`src/rtl/iob_spi_slave_pkg.sv`:
```
// Shared constants and types for the iob_spi_slave SPI responder.
package iob_spi_slave_pkg;

  localparam int         DATA_W_DEF      = 8;
  localparam int         SYNC_STAGES_DEF = 2;
  localparam logic [7:0] TX_IDLE_DEF     = 8'hFF;

  // Mode encodings are {CPOL, CPHA}.
  localparam logic [1:0] MODE0 = 2'b00;
  localparam logic [1:0] MODE1 = 2'b01;
  localparam logic [1:0] MODE2 = 2'b10;
  localparam logic [1:0] MODE3 = 2'b11;

  typedef struct packed {
    logic cpol;
    logic cpha;
  } spi_mode_t;

endpackage

```
`src/rtl/iob_spi_slave_edge.sv`:
```
// Synchronizer for one asynchronous SPI pin with rise/fall pulses
// taken from the synced value against a one-cycle-delayed copy.
module iob_spi_slave_edge
  import iob_spi_slave_pkg::*;
#(
  parameter int   SYNC_STAGES = SYNC_STAGES_DEF,
  parameter logic RST_VAL     = 1'b0
) (
  input  logic clk_i,
  input  logic arst_i,
  input  logic d_i,
  output logic rise_o,
  output logic fall_o
);

  logic [SYNC_STAGES-1:0] sync_q;
  logic                   prev_q;
  logic                   cur;

  assign cur = sync_q[SYNC_STAGES-1];

  always_ff @(posedge clk_i or posedge arst_i) begin
    if (arst_i) begin
      sync_q <= {SYNC_STAGES{RST_VAL}};
      prev_q <= RST_VAL;
    end else begin
      sync_q <= {sync_q[SYNC_STAGES-2:0], d_i};
      prev_q <= cur;
    end
  end

  assign rise_o = cur & ~prev_q;
  assign fall_o = ~cur & prev_q;

endmodule

```
`src/rtl/iob_spi_slave.sv`:
```
// Single-lane SPI responder: oversampled SCLK/SS/MOSI, one-entry
// RX and TX buffers, all four CPOL/CPHA modes, sticky status flags.
module iob_spi_slave
  import iob_spi_slave_pkg::*;
#(
  parameter int                DATA_W      = DATA_W_DEF,
  parameter int                SYNC_STAGES = SYNC_STAGES_DEF,
  parameter logic [DATA_W-1:0] TX_IDLE     = DATA_W'(TX_IDLE_DEF)
) (
  input  logic              clk_i,
  input  logic              arst_i,
  input  logic              sclk_i,
  input  logic              ss_n_i,
  input  logic              mosi_i,
  output logic              miso_o,
  output logic              miso_oe_o,
  input  logic              cpol_i,
  input  logic              cpha_i,
  output logic [DATA_W-1:0] rx_data_o,
  output logic              rx_valid_o,
  input  logic              rx_ready_i,
  input  logic [DATA_W-1:0] tx_data_i,
  input  logic              tx_valid_i,
  output logic              tx_ready_o,
  output logic              busy_o,
  output logic              overrun_o,
  output logic              underrun_o,
  input  logic              clr_flags_i
);

  localparam int CNT_W = (DATA_W > 1) ? $clog2(DATA_W) : 1;
  localparam logic [CNT_W-1:0] LAST_BIT = CNT_W'(DATA_W - 1);

  logic sclk_rise, sclk_fall;
  logic ss_rise, ss_fall;

  iob_spi_slave_edge #(
    .SYNC_STAGES (SYNC_STAGES),
    .RST_VAL     (1'b0)
  ) u_sclk_edge (
    .clk_i  (clk_i),
    .arst_i (arst_i),
    .d_i    (sclk_i),
    .rise_o (sclk_rise),
    .fall_o (sclk_fall)
  );

  iob_spi_slave_edge #(
    .SYNC_STAGES (SYNC_STAGES),
    .RST_VAL     (1'b1)
  ) u_ss_edge (
    .clk_i  (clk_i),
    .arst_i (arst_i),
    .d_i    (ss_n_i),
    .rise_o (ss_rise),
    .fall_o (ss_fall)
  );

  logic [SYNC_STAGES-1:0] mosi_sync_q;
  logic                   mosi_s;

  spi_mode_t         mode_q, mode_d;
  logic              busy_q, busy_d;
  logic [CNT_W-1:0]  bit_cnt_q, bit_cnt_d;
  logic [DATA_W-1:0] rx_shift_q, rx_shift_d;
  logic              load_pend_q, load_pend_d;
  logic [DATA_W-1:0] tx_shift_q, tx_shift_d;
  logic [DATA_W-1:0] tx_buf_q, tx_buf_d;
  logic              tx_full_q, tx_full_d;
  logic [DATA_W-1:0] rx_data_q, rx_data_d;
  logic              rx_valid_q, rx_valid_d;
  logic              ovr_q, ovr_d;
  logic              udr_q, udr_d;

  logic              sample_raw, shift_raw;
  logic              sample_ev, shift_ev;
  logic              frame_start, frame_end;
  logic              word_done, do_load;
  logic              tx_wr, rx_push, rx_drop;
  logic [DATA_W-1:0] rx_word;

  assign mosi_s = mosi_sync_q[SYNC_STAGES-1];

  always_ff @(posedge clk_i or posedge arst_i) begin
    if (arst_i) begin
      mosi_sync_q <= '0;
    end else begin
      mosi_sync_q <= {mosi_sync_q[SYNC_STAGES-2:0], mosi_i};
    end
  end

  // Leading edge leaves the CPOL idle level; CPHA picks which one samples.
  always_comb begin
    sample_raw = 1'b0;
    shift_raw  = 1'b0;
    unique case (mode_q)
      MODE0: begin sample_raw = sclk_rise; shift_raw = sclk_fall; end
      MODE1: begin sample_raw = sclk_fall; shift_raw = sclk_rise; end
      MODE2: begin sample_raw = sclk_fall; shift_raw = sclk_rise; end
      MODE3: begin sample_raw = sclk_rise; shift_raw = sclk_fall; end
      default: ;
    endcase
  end

  assign frame_start = ss_fall;
  assign frame_end   = ss_rise & busy_q;
  assign sample_ev   = busy_q & sample_raw;
  assign shift_ev    = busy_q & shift_raw;
  assign word_done   = sample_ev & (bit_cnt_q == LAST_BIT);
  assign rx_word     = {rx_shift_q[DATA_W-2:0], mosi_s};
  assign do_load     = (frame_start & ~cpha_i) | (shift_ev & load_pend_q);
  assign tx_wr       = tx_valid_i & ~tx_full_q;
  assign rx_push     = word_done & (~rx_valid_q | rx_ready_i);
  assign rx_drop     = word_done & rx_valid_q & ~rx_ready_i;

  always_comb begin
    mode_d      = mode_q;
    busy_d      = busy_q;
    bit_cnt_d   = bit_cnt_q;
    rx_shift_d  = rx_shift_q;
    load_pend_d = load_pend_q;
    tx_shift_d  = tx_shift_q;

    if (frame_start) begin
      mode_d = '{cpol: cpol_i, cpha: cpha_i};
      busy_d = 1'b1;
    end else if (frame_end) begin
      busy_d = 1'b0;
    end

    if (sample_ev) begin
      rx_shift_d = rx_word;
    end

    if (frame_start || frame_end || word_done) begin
      bit_cnt_d = '0;
    end else if (sample_ev) begin
      bit_cnt_d = bit_cnt_q + 1'b1;
    end

    if (frame_end) begin
      load_pend_d = 1'b0;
    end else if (frame_start) begin
      load_pend_d = cpha_i;
    end else if (word_done) begin
      load_pend_d = 1'b1;
    end else if (shift_ev) begin
      load_pend_d = 1'b0;
    end

    if (do_load) begin
      tx_shift_d = tx_full_q ? tx_buf_q : TX_IDLE;
    end else if (shift_ev) begin
      tx_shift_d = {tx_shift_q[DATA_W-2:0], 1'b0};
    end
  end

  // A write landing in the load cycle goes to the buffer, not the load.
  always_comb begin
    tx_full_d = tx_full_q;
    tx_buf_d  = tx_buf_q;
    if (do_load) begin
      tx_full_d = 1'b0;
    end
    if (tx_wr) begin
      tx_full_d = 1'b1;
      tx_buf_d  = tx_data_i;
    end
  end

  always_comb begin
    rx_data_d  = rx_push ? rx_word : rx_data_q;
    rx_valid_d = rx_push | (rx_valid_q & ~rx_ready_i);
    ovr_d      = rx_drop | (ovr_q & ~clr_flags_i);
    udr_d      = (do_load & ~tx_full_q) | (udr_q & ~clr_flags_i);
  end

  always_ff @(posedge clk_i or posedge arst_i) begin
    if (arst_i) begin
      mode_q      <= '0;
      busy_q      <= 1'b0;
      bit_cnt_q   <= '0;
      rx_shift_q  <= '0;
      load_pend_q <= 1'b0;
      tx_shift_q  <= '0;
      tx_buf_q    <= '0;
      tx_full_q   <= 1'b0;
      rx_data_q   <= '0;
      rx_valid_q  <= 1'b0;
      ovr_q       <= 1'b0;
      udr_q       <= 1'b0;
    end else begin
      mode_q      <= mode_d;
      busy_q      <= busy_d;
      bit_cnt_q   <= bit_cnt_d;
      rx_shift_q  <= rx_shift_d;
      load_pend_q <= load_pend_d;
      tx_shift_q  <= tx_shift_d;
      tx_buf_q    <= tx_buf_d;
      tx_full_q   <= tx_full_d;
      rx_data_q   <= rx_data_d;
      rx_valid_q  <= rx_valid_d;
      ovr_q       <= ovr_d;
      udr_q       <= udr_d;
    end
  end

  assign miso_o     = busy_q ? tx_shift_q[DATA_W-1] : 1'b1;
  assign miso_oe_o  = busy_q;
  assign busy_o     = busy_q;
  assign rx_data_o  = rx_data_q;
  assign rx_valid_o = rx_valid_q;
  assign tx_ready_o = ~tx_full_q;
  assign overrun_o  = ovr_q;
  assign underrun_o = udr_q;

endmodule

```
`config.mk`:
```
export PLATFORM = sky130hd
export DESIGN_NAME = iob_spi_slave
export DESIGN_NICKNAME = d
export VERILOG_FILES = /design/src/rtl/iob_spi_slave_pkg.sv /design/src/rtl/iob_spi_slave_edge.sv /design/src/rtl/iob_spi_slave.sv
export SDC_FILE = /design/constraint.sdc
export NUM_CORES = 1
export LEC_CHECK = 0
export ABC_AREA = 1
export BUFFER_PORTS_ARGS = -buffer_cell sky130_fd_sc_hd__buf_2
export CORE_UTILIZATION = 55
export CTS_CLUSTER_SIZE = 25
export DETAILED_ROUTE_END_ITERATION = 6
export PLACE_DENSITY = 0.77
export SLEW_MARGIN = 20
export SYNTH_ARGS = -nofsm -noshare
export SYNTH_HDL_FRONTEND = slang
export SYNTH_SLANG_ARGS = --single-unit
```
`constraint.sdc`:
```
create_clock -name clk_i -period 2.02 [get_ports clk_i]
set_clock_uncertainty 0.15 [all_clocks]
set_input_delay 0.303 -clock clk_i [delete_from_list [all_inputs] [get_ports clk_i]]
set_output_delay 0.303 -clock clk_i [all_outputs]
set_load 0.02 [all_outputs]
```
==> results of run 1 <==
-- registers in the layout, indices dropped and copies added, names as in the netlist, 2 cells and up --
name and flops:
rx_data_o 8, tx_buf_q 8, tx_shift_q 8, rx_shift_q 7, bit_cnt_q 3, mode_q 2, mosi_sync_q 2, u_sclk_edge.sync_q 2
u_ss_edge.sync_q 2
-- what timing repair did --
action	in CTS	in global routing
resized for setup	0	0
hold buffers	4	0
hold endpoints to repair	22	0
-- worst max-delay path: stages, from the launching register on --
cell	delay, ns
sky130_fd_sc_hd__dfrtp_1	0.38
sky130_fd_sc_hd__ha_1	0.15
sky130_fd_sc_hd__ha_1	0.39
sky130_fd_sc_hd__nand4_1	0.38
sky130_fd_sc_hd__nand2_1	0.16
sky130_fd_sc_hd__nand2_1	0.07
-- power breakdown --
group          leakage, nW  switching (mW)  internal (mW)  total (mW)
combinational        0.760           0.439          0.282       0.721
clock               0.0455           0.295          0.279       0.574
sequential           0.616           0.153           1.26        1.41
-- final timing paths --
kind / cells after the start / end / slack (ns) / start
setup / recovery: 5 / rx_data_o[0] / 0.22 / bit_cnt_q[0]
min in group asynchronous: 3 / bit_cnt_q[1] / 0.41 / arst_i
max in group asynchronous: 4 / u_ss_edge.sync_q[1] / 0.68 / arst_i
hold reg to reg: 0 / mosi_sync_q[1] / 0.21 / mosi_sync_q[0]
hold / removal: 2 / underrun_o / 0.06 / clr_flags_i
setup reg to reg: 5 / rx_data_o[0] / 0.22 / bit_cnt_q[0]
-- layer usage --
layer	part of all wire [%]	vias up
met2	46	31
met4	0.54	0
li1	-	858
met1	49	827
met5	0	-
met3	3.7	4
-- through the flow --
step	setup slack (ns)	utilization [%]	hold WS [ns]
floorplan	0.371	-	0.157
global placement	0.295	64.1	0.185
CTS	0.213	67.5	0.0518
detailed placement	0.237	64.1	0.191
global route	0.0698	67.5	0.0573
finish	0.217	67.5	0.0558
-- final cells by class --
type,count,area [sq um]
well taps,48,60.1
multi-input cells,152,798
fillers,318,1230
repair buffers,38,215
clock buffers,8,90.1
inverters,39,146
flip-flops and latches,50,1250
-- cell usage after synthesis --
cell type,number,area share (%)
sky130_fd_sc_hd__o22ai_1,1,0.28
sky130_fd_sc_hd__nor2_8,1,0.88
sky130_fd_sc_hd__buf_4,1,0.33
sky130_fd_sc_hd__nand4_1,11,3.0
sky130_fd_sc_hd__inv_1,35,5.8
sky130_fd_sc_hd__o21ai_0,6,1.3
sky130_fd_sc_hd__inv_2,4,0.66
sky130_fd_sc_hd__nand2_1,73,12
sky130_fd_sc_hd__ha_1,2,1.1
sky130_fd_sc_hd__nand2_4,2,0.99
sky130_fd_sc_hd__mux2_2,2,0.99
sky130_fd_sc_hd__nor2_4,2,0.99
sky130_fd_sc_hd__o21a_1,1,0.33
sky130_fd_sc_hd__nand2_2,4,1.1
sky130_fd_sc_hd__o21ai_1,9,2.0
sky130_fd_sc_hd__nand3_4,1,0.77
sky130_fd_sc_hd__buf_6,3,1.5
sky130_fd_sc_hd__nor2_1,6,0.99
sky130_fd_sc_hd__nand4_2,1,0.55
sky130_fd_sc_hd__a21oi_1,3,0.66
sky130_fd_sc_hd__nand3_1,21,4.6
sky130_fd_sc_hd__dfrtp_1,47,52
sky130_fd_sc_hd__dfstp_2,3,3.5
sky130_fd_sc_hd__buf_2,5,1.1
sky130_fd_sc_hd__mux2_1,3,1.5
sky130_fd_sc_hd__nand3b_1,3,0.99
-- cell families (layout without fill, tap and decap cells) --
family                     count (synthesis)  in the layout  share of synthesized area, %
adders and majority gates                  2              2                          1.10
and+or+nand+nor                          125            125                          27.1
buffers and inverters                     48             85                          9.39
AOI/OAI and AO/OA                         20             20                          4.58
muxes                                      5              5                          2.48
DFF                                       50             50                          55.4
==> flow_summary.json, run 1 <==
{
  "outcome": "completed",
  "placement.io_buffers": 32,
  "antennaDiodeCount": 0,
  "timing.final.hold_violations": 0,
  "layout.cells.most_common": "sky130_fd_sc_hd__nand2_1",
  "fin_tns_setup_ns": 0,
  "clock_tree.htree_level_count": 2,
  "grt_antenna_before_repair": 0,
  "grt_pass1_vias": 1621,
  "synth_seq_area_share_pct": 55.4,
  "numCtsBuffers": 5,
  "max_slew.worst_pin.slew_ns": 0.532,
  "layout-drive-gt1-share_pct": 21.3,
  "grt_busiest_layer": "met2",
  "final_antenna_net_count": 0,
  "finish.net_count": 306,
  "global_route.usage.total_pct": 22.5,
  "clockBufferDepth": 2,
  "clock_tree.root_cell": "sky130_fd_sc_hd__clkbuf_8",
  "routed_via_density": 5.13,
  "detailed_place_hpwl_microns": 2980,
  "worst_ir_drop_vdd_mv": 0.710,
  "die_height_microns": 66.2,
  "floorplan.io_pins": 33,
  "non_filler_instances": 335,
  "drc": 0,
  "rsz0062_at_grt": "false",
  "crit_path_start_kind": "flip-flop",
  "slew-limit-headroom_pct": 64.4,
  "placed_cell_area_sq_mm": 0.00243,
  "postSynthAreaPerCell_sq_um": 9.06,
  "grt_pass1_wl_microns": 7240,
  "use_met1_pct": 32.8,
  "crit_path_max_fanout": 11,
  "final_design_area_no_fill_sq_mm": 0.00256,
  "clkLatencyLatePin_ns": 0.30,
  "power_per_cell_area_mw_per_mm2": 1060,
  "grt.met2_usage_pct": 33.8,
  "chipWidth_microns": 66.2,
  "setup-violations-final": 0,
  "timing.max_cap.violations": 0,
  "min-delay-path-class": "primary input to flip-flop",
  "end_kind": "flip-flop",
  "rows": 22,
  "routed-via-count": 1720,
  "tritoncts": "yes",
  "final_min_period_over_clock_period_pct": 89.2,
  "clkSinkCount": 50,
  "ys_types": 26,
  "ys_seq_elements": 50,
  "grt_start_max_net_pins": 23,
  "place_inst": 323,
  "number_of_iterations_in_the_first_detailed_routing_pass": 4,
  "grt_overflow": 0,
  "area_growth_syn_to_layout_pct": 13.2,
  "ys.warnings.count": 0,
  "totalWireLength_microns": 4090,
  "totalPowerFinal_mw": 2.71,
  "avgRoutedWirePerCell_microns": 12.2,
  "floorplan.core_area_sq_mm": 0.00380,
  "path_class": "flip-flop to flip-flop",
  "grt.met3_usage_pct": 5.69,
  "routability_congestion_estimate_from_global_placement": 0.822,
  "post_cts_setup_inserts": 0,
  "drt-initial-drc-count": 77,
  "syn_nets": 270,
  "die_area_sq_mm": 0.00438,
  "crit_required_ns": 2.06,
  "finalCriticalPeriod_ns": 1.80,
  "syn_inst": 250,
  "floorplan.initialDensity_pct": 59.7,
  "fmaxAchievable_ghz": 0.555,
  "static-leakage-power_nw": 1.42,
  "maxSlewViolCount": 0,
  "layout.cells.most_common_list": "sky130_fd_sc_hd__nand2_1 (73), sky130_fd_sc_hd__dfrtp_1 (47), sky130_fd_sc_hd__inv_1 (34)",
  "cts.reportedPaths.clkPinSlew_ns": 0.08,
  "worstPathArrival_ns": 1.84,
  "syn-cell-area_sq_mm": 0.00227
}
Power figures use the tool's default switching activity.
==> run 2, diff against run 1 <==
Clock period 2.02 ns to 2.2 ns, I/O delays scaled along.
==> flow_summary.json, run 2 (synthesis gave the netlist of run 1 again) <==
{
  "routability_congestion_estimate_from_global_placement": 0.791,
  "grt_pass1_vias": 1578,
  "static-leakage-power_nw": 1.41,
  "numCtsBuffers": 5,
  "grt_overflow": 0,
  "maxSlewViolCount": 0,
  "crit_required_ns": 2.25,
  "max_slew.worst_pin.slew_ns": 0.547,
  "fin_tns_setup_ns": 0,
  "min-delay-path-class": "primary input to flip-flop",
  "path_class": "flip-flop to flip-flop",
  "chipWidth_microns": 66.2,
  "clkLatencyLatePin_ns": 0.30,
  "cts.reportedPaths.clkPinSlew_ns": 0.08,
  "post-place-ws_ns": 0.427,
  "routed-via-count": 1717,
  "clkSinkCount": 50,
  "tritoncts": "yes",
  "worst_ir_drop_vdd_mv": 0.595,
  "grt_start_max_net_pins": 29,
  "cts_resized": 0,
  "clockBufferDepth": 2,
  "crit_path_start_kind": "flip-flop",
  "routed_via_density": 5.14,
  "die_area_sq_mm": 0.00438,
  "placement.io_buffers": 32,
  "rr_endpoint": "rx_data_o[1]",
  "totalWireLength_microns": 4120,
  "grt_pass1_wl_microns": 7070,
  "timing.final.hold_violations": 0,
  "critPathCapture": "rx_data_o[1]",
  "power_per_cell_area_mw_per_mm2": 966,
  "worst-r2r-cell-count": 5,
  "ctsHoldBuffers": 4,
  "holdWs_ns": 0.0789,
  "rsz0062_at_grt": "false",
  "finalCriticalPeriod_ns": 1.84,
  "setup-violations-final": 0,
  "floorplan.io_pins": 33,
  "final.setup.worst_slack_ns": 0.362,
  "finish.net_count": 306,
  "fmaxAchievable_ghz": 0.544,
  "avgRoutedWirePerCell_microns": 12.3,
  "final_min_period_over_clock_period_pct": 83.5,
  "timing.max_cap.violations": 0,
  "global_route.usage.total_pct": 22.2,
  "final_antenna_net_count": 0,
  "layout-drive-gt1-share_pct": 21.3,
  "drc": 0,
  "critical_path.slowest_cell": "sky130_fd_sc_hd__ha_1",
  "slew-limit-headroom_pct": 63.4,
  "drt-initial-drc-count": 89,
  "ff_to_ff_start": "bit_cnt_q[0]",
  "floorplan.core_area_sq_mm": 0.00380,
  "antennaDiodeCount": 0,
  "worstPathArrival_ns": 1.89,
  "floorplan.initialDensity_pct": 59.7,
  "detailed_place_hpwl_microns": 3000,
  "totalPowerFinal_mw": 2.47,
  "end_kind": "flip-flop",
  "layout.cells.most_common_list": "sky130_fd_sc_hd__nand2_1 (73), sky130_fd_sc_hd__dfrtp_1 (47), sky130_fd_sc_hd__inv_1 (34)",
  "place_inst": 323,
  "grt_antenna_before_repair": 0,
  "crit_path_max_fanout": 11,
  "layout.cells.most_common": "sky130_fd_sc_hd__nand2_1",
  "post_cts_setup_inserts": 0,
  "number_of_iterations_in_the_first_detailed_routing_pass": 5,
  "area_growth_syn_to_layout_pct": 12.8,
  "clock_tree.htree_level_count": 2,
  "worst-r2r-setup-slack_ns": 0.36,
  "path_cells": "ha_1 -> ha_1 -> nand4_1 -> nand2_1 -> nand2_1",
  "outcome": "completed",
  "rows": 22,
  "clock_tree.root_cell": "sky130_fd_sc_hd__clkbuf_8",
  "cp_slowest_stage_delay_ns": 0.39,
  "timing.critical_path.from": "bit_cnt_q[0]",
  "non_filler_instances": 334,
  "die_height_microns": 66.2
}
[run 2: through the flow]
stage	cell area (sq um)	util (%)
floorplan	2270	-
global placement	2430	64.1
detailed placement	2430	64.1
CTS	2550	67.3
global route	2550	67.3
finish	2550	67.3
[run 2: routing by layer]
| layer | GRT usage [%] | routed length (microns) |
|---|---|---|
| met1 | 30.3 | 1970 |
| met2 | 33.8 | 1890 |
| met3 | 6.72 | 189 |
| met4 | 7.18 | 59 |
| met5 | 0 | 0 |
[run 2: how the worst min path moves through the flow]
stage | start | to | slack (ns) | cells after the start
5_1_grt | tx_data_i[3] | tx_buf_q[3] | 0.08 | 2
3_5_place_dp | mosi_sync_q[0] | mosi_sync_q[1] | 0.19 | 0
4_1_cts | tx_data_i[3] | tx_buf_q[3] | 0.08 | 2
6_report | clr_flags_i | underrun_o | 0.08 | 2
3_3_place_gp | mosi_sync_q[0] | mosi_sync_q[1] | 0.18 | 0
2_1_floorplan | mosi_sync_q[0] | mosi_sync_q[1] | 0.18 | 0
[run 2: cell type report]
class                           count  area (sq um)
Sequential cell                    50          1250
Fill cell                         314          1240
Multi-Input combinational cell    152           798
Timing Repair Buffer               38           215
Inverter                           39           146
Clock buffer                        6          72.6
Tap cell                           48          60.1
Clock inverter                      1          7.51
[run 2: critical path, delay by kind of cell (launching register included)]
| kind | cells | cell delay, ns |
|---|---|---|
| and+or+nand+nor | 3 | 0.64 |
| DFF | 1 | 0.38 |
| adders and majority gates | 2 | 0.55 |
[run 2: power breakdown]
group          switching (mW)  internal (mW)
clock                   0.283          0.218
combinational           0.407          0.259
sequential              0.143           1.16
